===== config.mk =====
export PLATFORM = sky130hd
export DESIGN_NAME = sim_test_monitor
export DESIGN_NICKNAME = d
export VERILOG_FILES = /design/src/rtl/sim_test_monitor.sv
export SDC_FILE = /design/constraint.sdc
export NUM_CORES = 1
export LEC_CHECK = 0
export ABC_AREA = 0
export CAP_MARGIN = 25
export CORE_ASPECT_RATIO = 0.5
export CORE_MARGIN = 3
export CORE_UTILIZATION = 35
export CTS_CLUSTER_DIAMETER = 60
export DETAILED_ROUTE_END_ITERATION = 7
export PLACE_DENSITY = 0.66
export SLEW_MARGIN = 20
export SYNTH_ARGS = -nofsm -noshare
export SYNTH_HDL_FRONTEND = slang
export SYNTH_SLANG_ARGS = --single-unit

===== constraint.sdc =====
create_clock -name clk -period 2.5 [get_ports clk]
set_clock_uncertainty 0.15 [all_clocks]
set_input_delay 0.25 -clock clk [delete_from_list [all_inputs] [get_ports clk]]
set_output_delay 0.25 -clock clk [all_outputs]
set_load 0.01 [all_outputs]

===== src/rtl/sim_test_monitor.sv =====
// End-of-test monitor: snoops tohost stores for a pass/fail verdict, enforces a cycle timeout
// and counts RUN cycles and retired instructions. Optional stall detection: SIM_TEST_MONITOR_STALL_DETECT_EN.
module sim_test_monitor #(
    parameter int unsigned        ADDR_W       = 32,
    parameter int unsigned        DATA_W       = 32,
    parameter logic [ADDR_W-1:0]  TOHOST_ADDR  = 32'h0000_1000,
    parameter int unsigned        MAX_CYCLES   = 10000,
    parameter int unsigned        RETIRE_LANES = 1,
    parameter int unsigned        CNT_W        = 32,
    parameter int unsigned        STALL_CYCLES = 1000
) (
    input  logic                    clk,
    input  logic                    rst_n,
    input  logic                    start,
    input  logic                    clear,
    input  logic                    st_valid,
    input  logic [ADDR_W-1:0]       st_addr,
    input  logic [DATA_W/8-1:0]     st_wstrb,
    input  logic [DATA_W-1:0]       st_wdata,
    input  logic [RETIRE_LANES-1:0] retire_vld,
    output logic                    done,
    output logic                    pass,
    output logic                    fail,
    output logic                    timeout,
    output logic                    stall,
    output logic [DATA_W-2:0]       test_num,
    output logic [CNT_W-1:0]        cycle_cnt,
    output logic [CNT_W-1:0]        retire_cnt
);

    typedef enum logic [2:0] {
        StIdle,
        StRun,
        StPass,
        StFail,
        StTmo
`ifdef SIM_TEST_MONITOR_STALL_DETECT_EN
        , StStall
`endif
    } state_t;

    localparam logic [CNT_W-1:0] CycLimit = CNT_W'(MAX_CYCLES - 1);

    state_t            state_q, state_d;
    logic [CNT_W-1:0]  cycle_q, cycle_d, cycle_inc;
    logic [CNT_W-1:0]  retire_q, retire_d, retire_sat;
    logic [DATA_W-2:0] test_num_q, test_num_d;
    logic [CNT_W+2:0]  retire_sum;
    logic [2:0]        pop;
    logic              hit, tmo_hit;

    assign hit     = st_valid & (st_addr[ADDR_W-1:2] == TOHOST_ADDR[ADDR_W-1:2]) & st_wstrb[0];
    assign tmo_hit = (cycle_q == CycLimit);

    always_comb begin
        pop = '0;
        for (int i = 0; i < int'(RETIRE_LANES); i++) begin
            pop = pop + 3'(retire_vld[i]);
        end
    end

    // Sum in three extra bits so any overflow is visible before clipping to all-ones.
    assign retire_sum = {3'b000, retire_q} + (CNT_W+3)'(pop);
    assign retire_sat = (|retire_sum[CNT_W+2:CNT_W]) ? '1 : retire_sum[CNT_W-1:0];
    assign cycle_inc  = (&cycle_q) ? cycle_q : cycle_q + 1'b1;

`ifdef SIM_TEST_MONITOR_STALL_DETECT_EN
    localparam int unsigned IdleW = $clog2(STALL_CYCLES + 1);
    logic [IdleW-1:0] idle_q, idle_d, idle_nxt;

    assign idle_nxt = (|retire_vld) ? '0 : idle_q + 1'b1;

    always_ff @(posedge clk or negedge rst_n) begin
        if (!rst_n) begin
            idle_q <= '0;
        end else begin
            idle_q <= idle_d;
        end
    end
`else
    logic unused_ok;
    assign unused_ok = ^{st_addr, st_wstrb, (STALL_CYCLES != 0)};
`endif

    always_comb begin
        state_d    = state_q;
        cycle_d    = cycle_q;
        retire_d   = retire_q;
        test_num_d = test_num_q;
`ifdef SIM_TEST_MONITOR_STALL_DETECT_EN
        idle_d     = idle_q;
`endif
        if (clear) begin
            state_d    = StIdle;
            cycle_d    = '0;
            retire_d   = '0;
            test_num_d = '0;
`ifdef SIM_TEST_MONITOR_STALL_DETECT_EN
            idle_d     = '0;
`endif
        end else begin
            unique case (state_q)
                StIdle: begin
                    if (start) state_d = StRun;
                end
                StRun: begin
                    cycle_d  = cycle_inc;
                    retire_d = retire_sat;
`ifdef SIM_TEST_MONITOR_STALL_DETECT_EN
                    idle_d   = idle_nxt;
`endif
                    // Verdict hits take priority over the timeout limit in the same cycle.
                    if (hit && st_wdata == DATA_W'(1)) begin
                        state_d = StPass;
                    end else if (hit && st_wdata[0]) begin
                        state_d    = StFail;
                        test_num_d = st_wdata[DATA_W-1:1];
                    end else if (tmo_hit) begin
                        state_d = StTmo;
                    end
`ifdef SIM_TEST_MONITOR_STALL_DETECT_EN
                    else if (idle_nxt == IdleW'(STALL_CYCLES)) begin
                        state_d = StStall;
                    end
`endif
                end
                default: ;
            endcase
        end
    end

    always_ff @(posedge clk or negedge rst_n) begin
        if (!rst_n) begin
            state_q    <= StIdle;
            cycle_q    <= '0;
            retire_q   <= '0;
            test_num_q <= '0;
        end else begin
            state_q    <= state_d;
            cycle_q    <= cycle_d;
            retire_q   <= retire_d;
            test_num_q <= test_num_d;
        end
    end

    assign pass       = (state_q == StPass);
    assign fail       = (state_q == StFail);
    assign timeout    = (state_q == StTmo);
`ifdef SIM_TEST_MONITOR_STALL_DETECT_EN
    assign stall      = (state_q == StStall);
`else
    assign stall      = 1'b0;
`endif
    assign done       = pass | fail | timeout | stall;
    assign test_num   = test_num_q;
    assign cycle_cnt  = cycle_q;
    assign retire_cnt = retire_q;

endmodule


==> impl_metrics.json, run 1 <==
{
  "syn-num-nets": 668,
  "post-route-min-period_ns": 2.375,
  "route.final.wire_length_um": 17050,
  "layout_worst_path_cycle_share_pct": 95.00,
  "antenna_cells_inserted": 0,
  "drc_errors": 0,
  "detail_route.first_pass.iterations": 5,
  "postSynth.asyncResetShare_pct": 100.0,
  "multiInputGateArea_um2": 2704,
  "synth_warnings": 0,
  "initial_utilization_pct": 36.27,
  "startpoint_type": "flop",
  "synth_enable_flop_cells": 0,
  "min_path_cells": 4,
  "timing.critical_path.fanout_max": 9,
  "grt_antenna_before_repair": 0,
  "regArea_um2": 2452,
  "min-delay-path-class": "input port to flop",
  "most_common_cell_in_the_netlist": "dfrtp_1",
  "p_leak_uw": 0.003042,
  "cts_inserted_buffers": 9,
  "dp_hpwl_um": 12280,
  "placement_rows": 31,
  "clock_transition_at_path_regs_ns": 0.07,
  "p_total_uw": 3208,
  "layout-area-overhead-vs-synth_pct": 49.16,
  "run_status": "finished clean",
  "synth_cell_types": 56,
  "route.detailed.wl_per_inst_um": 17.08,
  "critPathLaunch": "state_q[2]$_DFFE_PN0P_",
  "rr_startpoint": "state_q[2]$_DFFE_PN0P_",
  "fin_tns_setup_ns": 0,
  "globalRouteTotalUtil_pct": 20.10,
  "placedInstanceArea_um2": 7606,
  "fin_util_pct": 54.10,
  "worstMarginPinSlew_ns": 0.6008,
  "fill_count": 1327,
  "post_route_cells_drive_above_1_share_pct": 11.88,
  "grt-ovfl-total": 0,
  "drtAntennaViolNets": 0,
  "timing_hold_violations_final": 0,
  "drv_slew": 0,
  "dominantRegCellSynth": "dfrtp_1",
  "synth_top_cells_by_area": "dfrtp_1 (46%), a21oi_1 (6.0%), nand3_1 (5.0%), o21ai_0 (3.9%), nor4_1 (3.2%)",
  "synth_top_area_share_pct": 46.24,
  "num_vias": 5583,
  "cts_max_path_buffers": 2,
  "cts.sink_count": 98,
  "synth_adder_area_share_pct": 0.7077,
  "synth_seq_area_share_pct": 46.24,
  "grt_max_degree": 97,
  "cts_tree": "done",
  "cts.root.buffer_cell": "clkbuf_16",
  "p_per_area_nw_per_um2": 405.5,
  "grt_first_pass_wirelength_um": 28260,
  "clkLatencyLatePin_ns": 0.35,
  "worst_slew_margin_rel_pct": 59.80,
  "main_combinational_cell_family_by_area_after_synthesis": "simple AND/OR/NAND/NOR gates",
  "die_height_um": 93.05,
  "min_delay_startpoint": "clear",
  "synth-xor-area-share_pct": 0.4954,
  "worst_ep_required_time_ns": 2.57,
  "finalSetupViolations": 0,
  "syn_area_cell_um2": 8.974,
  "max_cap_viol_count": 0,
  "syn_area_um2": 5304,
  "layout.nets": 872,
  "endpoint_kind": "flop",
  "rsz_0062_raised_after_global_routing": "false",
  "stdcell_area_um2": 7911,
  "synth-compound-area-share_pct": 18.28,
  "max-vdd-ir-drop_uv": 283.1,
  "floorplan.core_area_um2": 14620,
  "postSynthRegisterBits": 98,
  "crit_arrival_ns": 2.45,
  "synth_mux_area_share_pct": 1.864,
  "timing.reg2reg.worst_path_depth": 5,
  "cts_htree_levels": 3,
  "max_freq_mhz": 421.1,
  "numPortBuffers": 167,
  "via_per_inst": 5.594,
  "timing_worst_setup_path_type": "flop to flop",
  "whs_ns": 0.1106,
  "die-width_um": 180.1,
  "postSynthCellCount": 591,
  "synth.cells.most_frequent": "dfrtp_1 (98), a21oi_1 (64), nand3_1 (53), o21ai_0 (41), nor2_1 (36)",
  "synth.largest_area_cell": "dfrtp_1",
  "drt-initial-drc-count": 355,
  "gp_congestion": 0.8294,
  "design.die.area_um2": 16760,
  "grt_pass1_vias": 5460,
  "post_synth_and_or_nand_nor_area_fraction_pct": 29.06,
  "ios": 174
}
stage by stage:
step | cells | worst slack, ns
finish | 998 | 0.1251
CTS | 998 | 0.1235
global route | 998 | 0.01553
detailed placement | 981 | -0.2392
floorplan | 591 | 0.02844
global placement | 981 | -0.1321
where the power goes:
part / leakage, uW / internal, uW / switching [uW]
logic: 0.00155 / 148 / 139
registers: 0.00137 / 1590 / 6.57
clock network: 0.000126 / 687 / 638
total: 0.00304 / 2420 / 784
layout by cell type, fill, tap and decap left out, types with 8 or more instances in the layout:
cell             netlist  layout
nor2b_1                8       8
nand3_1               53      53
nand4_1               23      23
dfrtp_1               98      98
nor4_1                27      26
and4_1                 8       8
o21ai_1               10      10
o21ai_0               41      41
a31oi_1                9       9
clkdlybuf4s50_1        0     165
buf_4                  2      56
nor3_1                23      23
clkbuf_16              0       9
or3_1                 15      15
nand2_1               28      28
a21oi_1               64      64
nor2_1                36      36
or4_1                 11      11
and3_1                13      13
registers in the layout, summed over array words and instances, names as in the netlist:
name and flops:
state_q 3, retire_cnt 32, cycle_cnt 32, test_num 31
worst paths after layout:
| check | to | slack, ns |
|---|---|---|
| max in group asynchronous | retire_cnt[28]$_DFFE_PN0P_ | 1.27 |
| setup reg to reg | cycle_cnt[31]$_DFFE_PN0P_ | 0.13 |
| hold / removal | cycle_cnt[30]$_DFFE_PN0P_ | 0.11 |
| hold reg to reg | test_num[11]$_DFFE_PN0P_ | 0.39 |
| setup / recovery | cycle_cnt[31]$_DFFE_PN0P_ | 0.13 |
| min in group asynchronous | test_num[17]$_DFFE_PN0P_ | 0.27 |
cell type report:
type | instances | area share, %
timing repair buffer | 229 | 27.90
inverter | 6 | 0.2847
clock buffer | 10 | 2.894
tap | 198 | 3.131
clock inverter | 6 | 0.6168
sequential | 98 | 31.00
multi-input combinational | 451 | 34.18
repair_timing:
| action | in CTS | in global routing |
|---|---|---|
| hold endpoints to repair | 37 | 0 |
| endpoints found under the setup margin | 0 | 3 |
| buffers inserted | 0 | 0 |
| hold buffers | 1 | 0 |
| gates resized for setup | 0 | 3 |
layer usage:
| metal | global-route usage [%] | vias to the layer above | part of all wire (%) |
|---|---|---|---|
| li1 | - | 2685 | - |
| met2 | 34.18 | 175 | 49 |
| met1 | 27.02 | 2704 | 45 |
| met4 | 4.722 | 0 | 1.3 |
| met3 | 3.613 | 19 | 5.0 |
| met5 | 0 | - | 0 |
cells by family (layout without fill, tap and decap cells):
| logic type | Yosys count | count (layout) |
|---|---|---|
| compound gates | 164 | 164 |
| simple gates | 271 | 271 |
| fa+ha+maj | 3 | 3 |
| xor+xnor | 3 | 3 |
| other cells | 1 | 1 |
| mux | 9 | 9 |
| buf+inv | 42 | 251 |
| flops | 98 | 98 |
critical path, stage by stage (launching register included):
cell and delay, ns:
dfrtp_1 0.38, or3b_1 0.51, a211oi_2 0.30, nand2_1 0.24, nor4_1 0.34, mux2_1 0.35
Note: power is estimated with default switching activity, not from simulation.
==> inputs of run 2 (changes only) <==
- CORE_ASPECT_RATIO: 0.5 -> 1.75
- CTS_CLUSTER_DIAMETER: 60 -> 120
==> impl_metrics.json, run 2 (synthesis gave the netlist of run 1 again) <==
{
  "crit_path_cells": "nand4_2, or3_1, nor4_4, buf_4, nor4b_1, mux2_1",
  "clkLatencyLatePin_ns": 0.35,
  "fill_count": 1361,
  "drt-initial-drc-count": 246,
  "layout_worst_path_cycle_share_pct": 94.38,
  "cts_htree_levels": 3,
  "max-vdd-ir-drop_uv": 300.7,
  "worst_ep_required_time_ns": 2.57,
  "route.detailed.wl_per_inst_um": 18.47,
  "post_route_cells_drive_above_1_share_pct": 11.89,
  "drc_errors": 0,
  "post-route-min-period_ns": 2.360,
  "grt_max_degree": 55,
  "grt_first_pass_wirelength_um": 28880,
  "antenna_cells_inserted": 0,
  "die_height_um": 168.8,
  "crit_arrival_ns": 2.43,
  "grt_antenna_before_repair": 0,
  "placement_rows": 58,
  "floorplan.core_area_um2": 14590,
  "p_leak_uw": 0.003048,
  "cts_max_path_buffers": 2,
  "timing.critical_path.fanout_max": 20,
  "timing_hold_violations_final": 0,
  "cts.sink_count": 98,
  "numPortBuffers": 167,
  "detail_route.first_pass.iterations": 5,
  "max_freq_mhz": 423.8,
  "min-delay-path-class": "input port to flop",
  "startpoint_type": "flop",
  "cpPeakStageDelay_ns": 0.48,
  "layout-area-overhead-vs-synth_pct": 47.98,
  "cts_tree": "done",
  "drv_slew": 0,
  "initial_utilization_pct": 36.36,
  "cp_num_buf_inv": 1,
  "max_cap_viol_count": 0,
  "via_per_inst": 5.802,
  "p_per_area_nw_per_um2": 406.3,
  "num_vias": 5680,
  "worst_slew_margin_rel_pct": 51.28,
  "timing_worst_setup_path_type": "flop to flop",
  "grt_pass1_vias": 5798,
  "whs_ns": 0.1291,
  "cts_inserted_buffers": 9,
  "run_status": "finished clean",
  "dp_hpwl_um": 13740,
  "endpoint_kind": "flop",
  "critical_path.slowest_cell": "or3_1",
  "cts.root.buffer_cell": "clkbuf_16",
  "clock_transition_at_path_regs_ns": 0.07,
  "mostFrequentLayoutCells": "clkdlybuf4s50_1 (165), dfrtp_1 (98), a21oi_1 (64), buf_4 (58), nand3_1 (53)",
  "drtAntennaViolNets": 0,
  "worstMarginPinSlew_ns": 0.7308,
  "fin_util_pct": 53.81,
  "globalRouteTotalUtil_pct": 21.19,
  "finalSetupViolations": 0,
  "die-width_um": 99.06,
  "layout.nets": 871,
  "gp_congestion": 0.8886,
  "grt-ovfl-total": 0,
  "crit_family": "simple AND/OR/NAND/NOR gates",
  "design.die.area_um2": 16720,
  "layout_commonest_cell": "clkdlybuf4s50_1",
  "route.final.wire_length_um": 18090,
  "rsz_0062_raised_after_global_routing": "false",
  "ios": 174
}
-- run 2: changes by cell type in the layout (fill, tap and decap cells not counted), moves of 2 or more --
cell	delta
buf_4	+2
clkinvlp_4	-2
clkinv_2	+2
buf_12	-3
clkinv_4	+2
-- run 2: final timing paths --
check / from / to / slack, ns / depth (start not counted)
worst max-delay path: cycle_cnt[4]$_DFFE_PN0P_ / cycle_cnt[5]$_DFFE_PN0P_ / 0.14 / 6
worst min-delay path: clear / cycle_cnt[30]$_DFFE_PN0P_ / 0.13 / 3
worst max register to register: cycle_cnt[4]$_DFFE_PN0P_ / cycle_cnt[5]$_DFFE_PN0P_ / 0.14 / 6
worst min register to register: retire_cnt[10]$_DFFE_PN0P_ / retire_cnt[10]$_DFFE_PN0P_ / 0.39 / 1
max in group asynchronous: rst_n / test_num[29]$_DFFE_PN0P_ / 1.15 / 3
min in group asynchronous: rst_n / test_num[7]$_DFFE_PN0P_ / 0.35 / 2
-- run 2: final cells by class --
| cell class | instances | area (um^2) | share of cell area, % |
|---|---|---|---|
| multi-input cells | 451 | 2709 | 34.51 |
| clock buffers | 9 | 225.2 | 2.869 |
| well taps | 180 | 225.2 | 2.869 |
| clock inverters | 7 | 52.55 | 0.6695 |
| flip-flops and latches | 98 | 2452 | 31.24 |
| inverters | 6 | 22.52 | 0.2869 |
| repair buffers | 228 | 2162 | 27.55 |
-- run 2: worst reg2reg max path, delay by kind of cell, from the launching register on --
kind / cells / cell delay, ns
simple gates: 4 / 1.09
buf+inv: 1 / 0.27
mux: 1 / 0.34
flops: 1 / 0.38
-- run 2: timing repair --
| action | 4_1_cts | 5_1_grt |
|---|---|---|
| hold buffers | 1 | 0 |
| setup buffers | 0 | 1 |
| resized for setup | 0 | 4 |
| endpoints found under the setup margin | 0 | 9 |
| endpoints found under the hold margin | 52 | 0 |
-- run 2: power by group --
group	switching (uW)	leakage, uW	internal, uW
clock	622	0.000136	682
combinational	142	0.00155	147
sequential	6.15	0.00137	1590
-- run 2: routing by layer --
metal | GRT usage, % | vias to the layer above | wire [um]
met2 | 40.90 | 189 | 9885
met1 | 22.79 | 2791 | 6766
met3 | 4.124 | 21 | 1122
li1 | - | 2679 | -
met4 | 6.243 | 0 | 311
met5 | 0 | - | 0
-- run 2: through the flow --
stage | instance area, um^2 | setup slack (ns) | setup TNS, ns | instances | power, uW
after floorplan | 5304 | 0.02844 | 0 | 591 | 1704
after global placement | 7531 | -0.05391 | -1.149 | 961 | 1912
final | 7849 | 0.1404 | 0 | 979 | 3189
after detailed placement | 7531 | -0.1831 | -4.093 | 961 | 1917
after global routing | 7849 | 0.01935 | 0 | 979 | 3328
after CTS | 7819 | 0.04397 | 0 | 978 | 3237
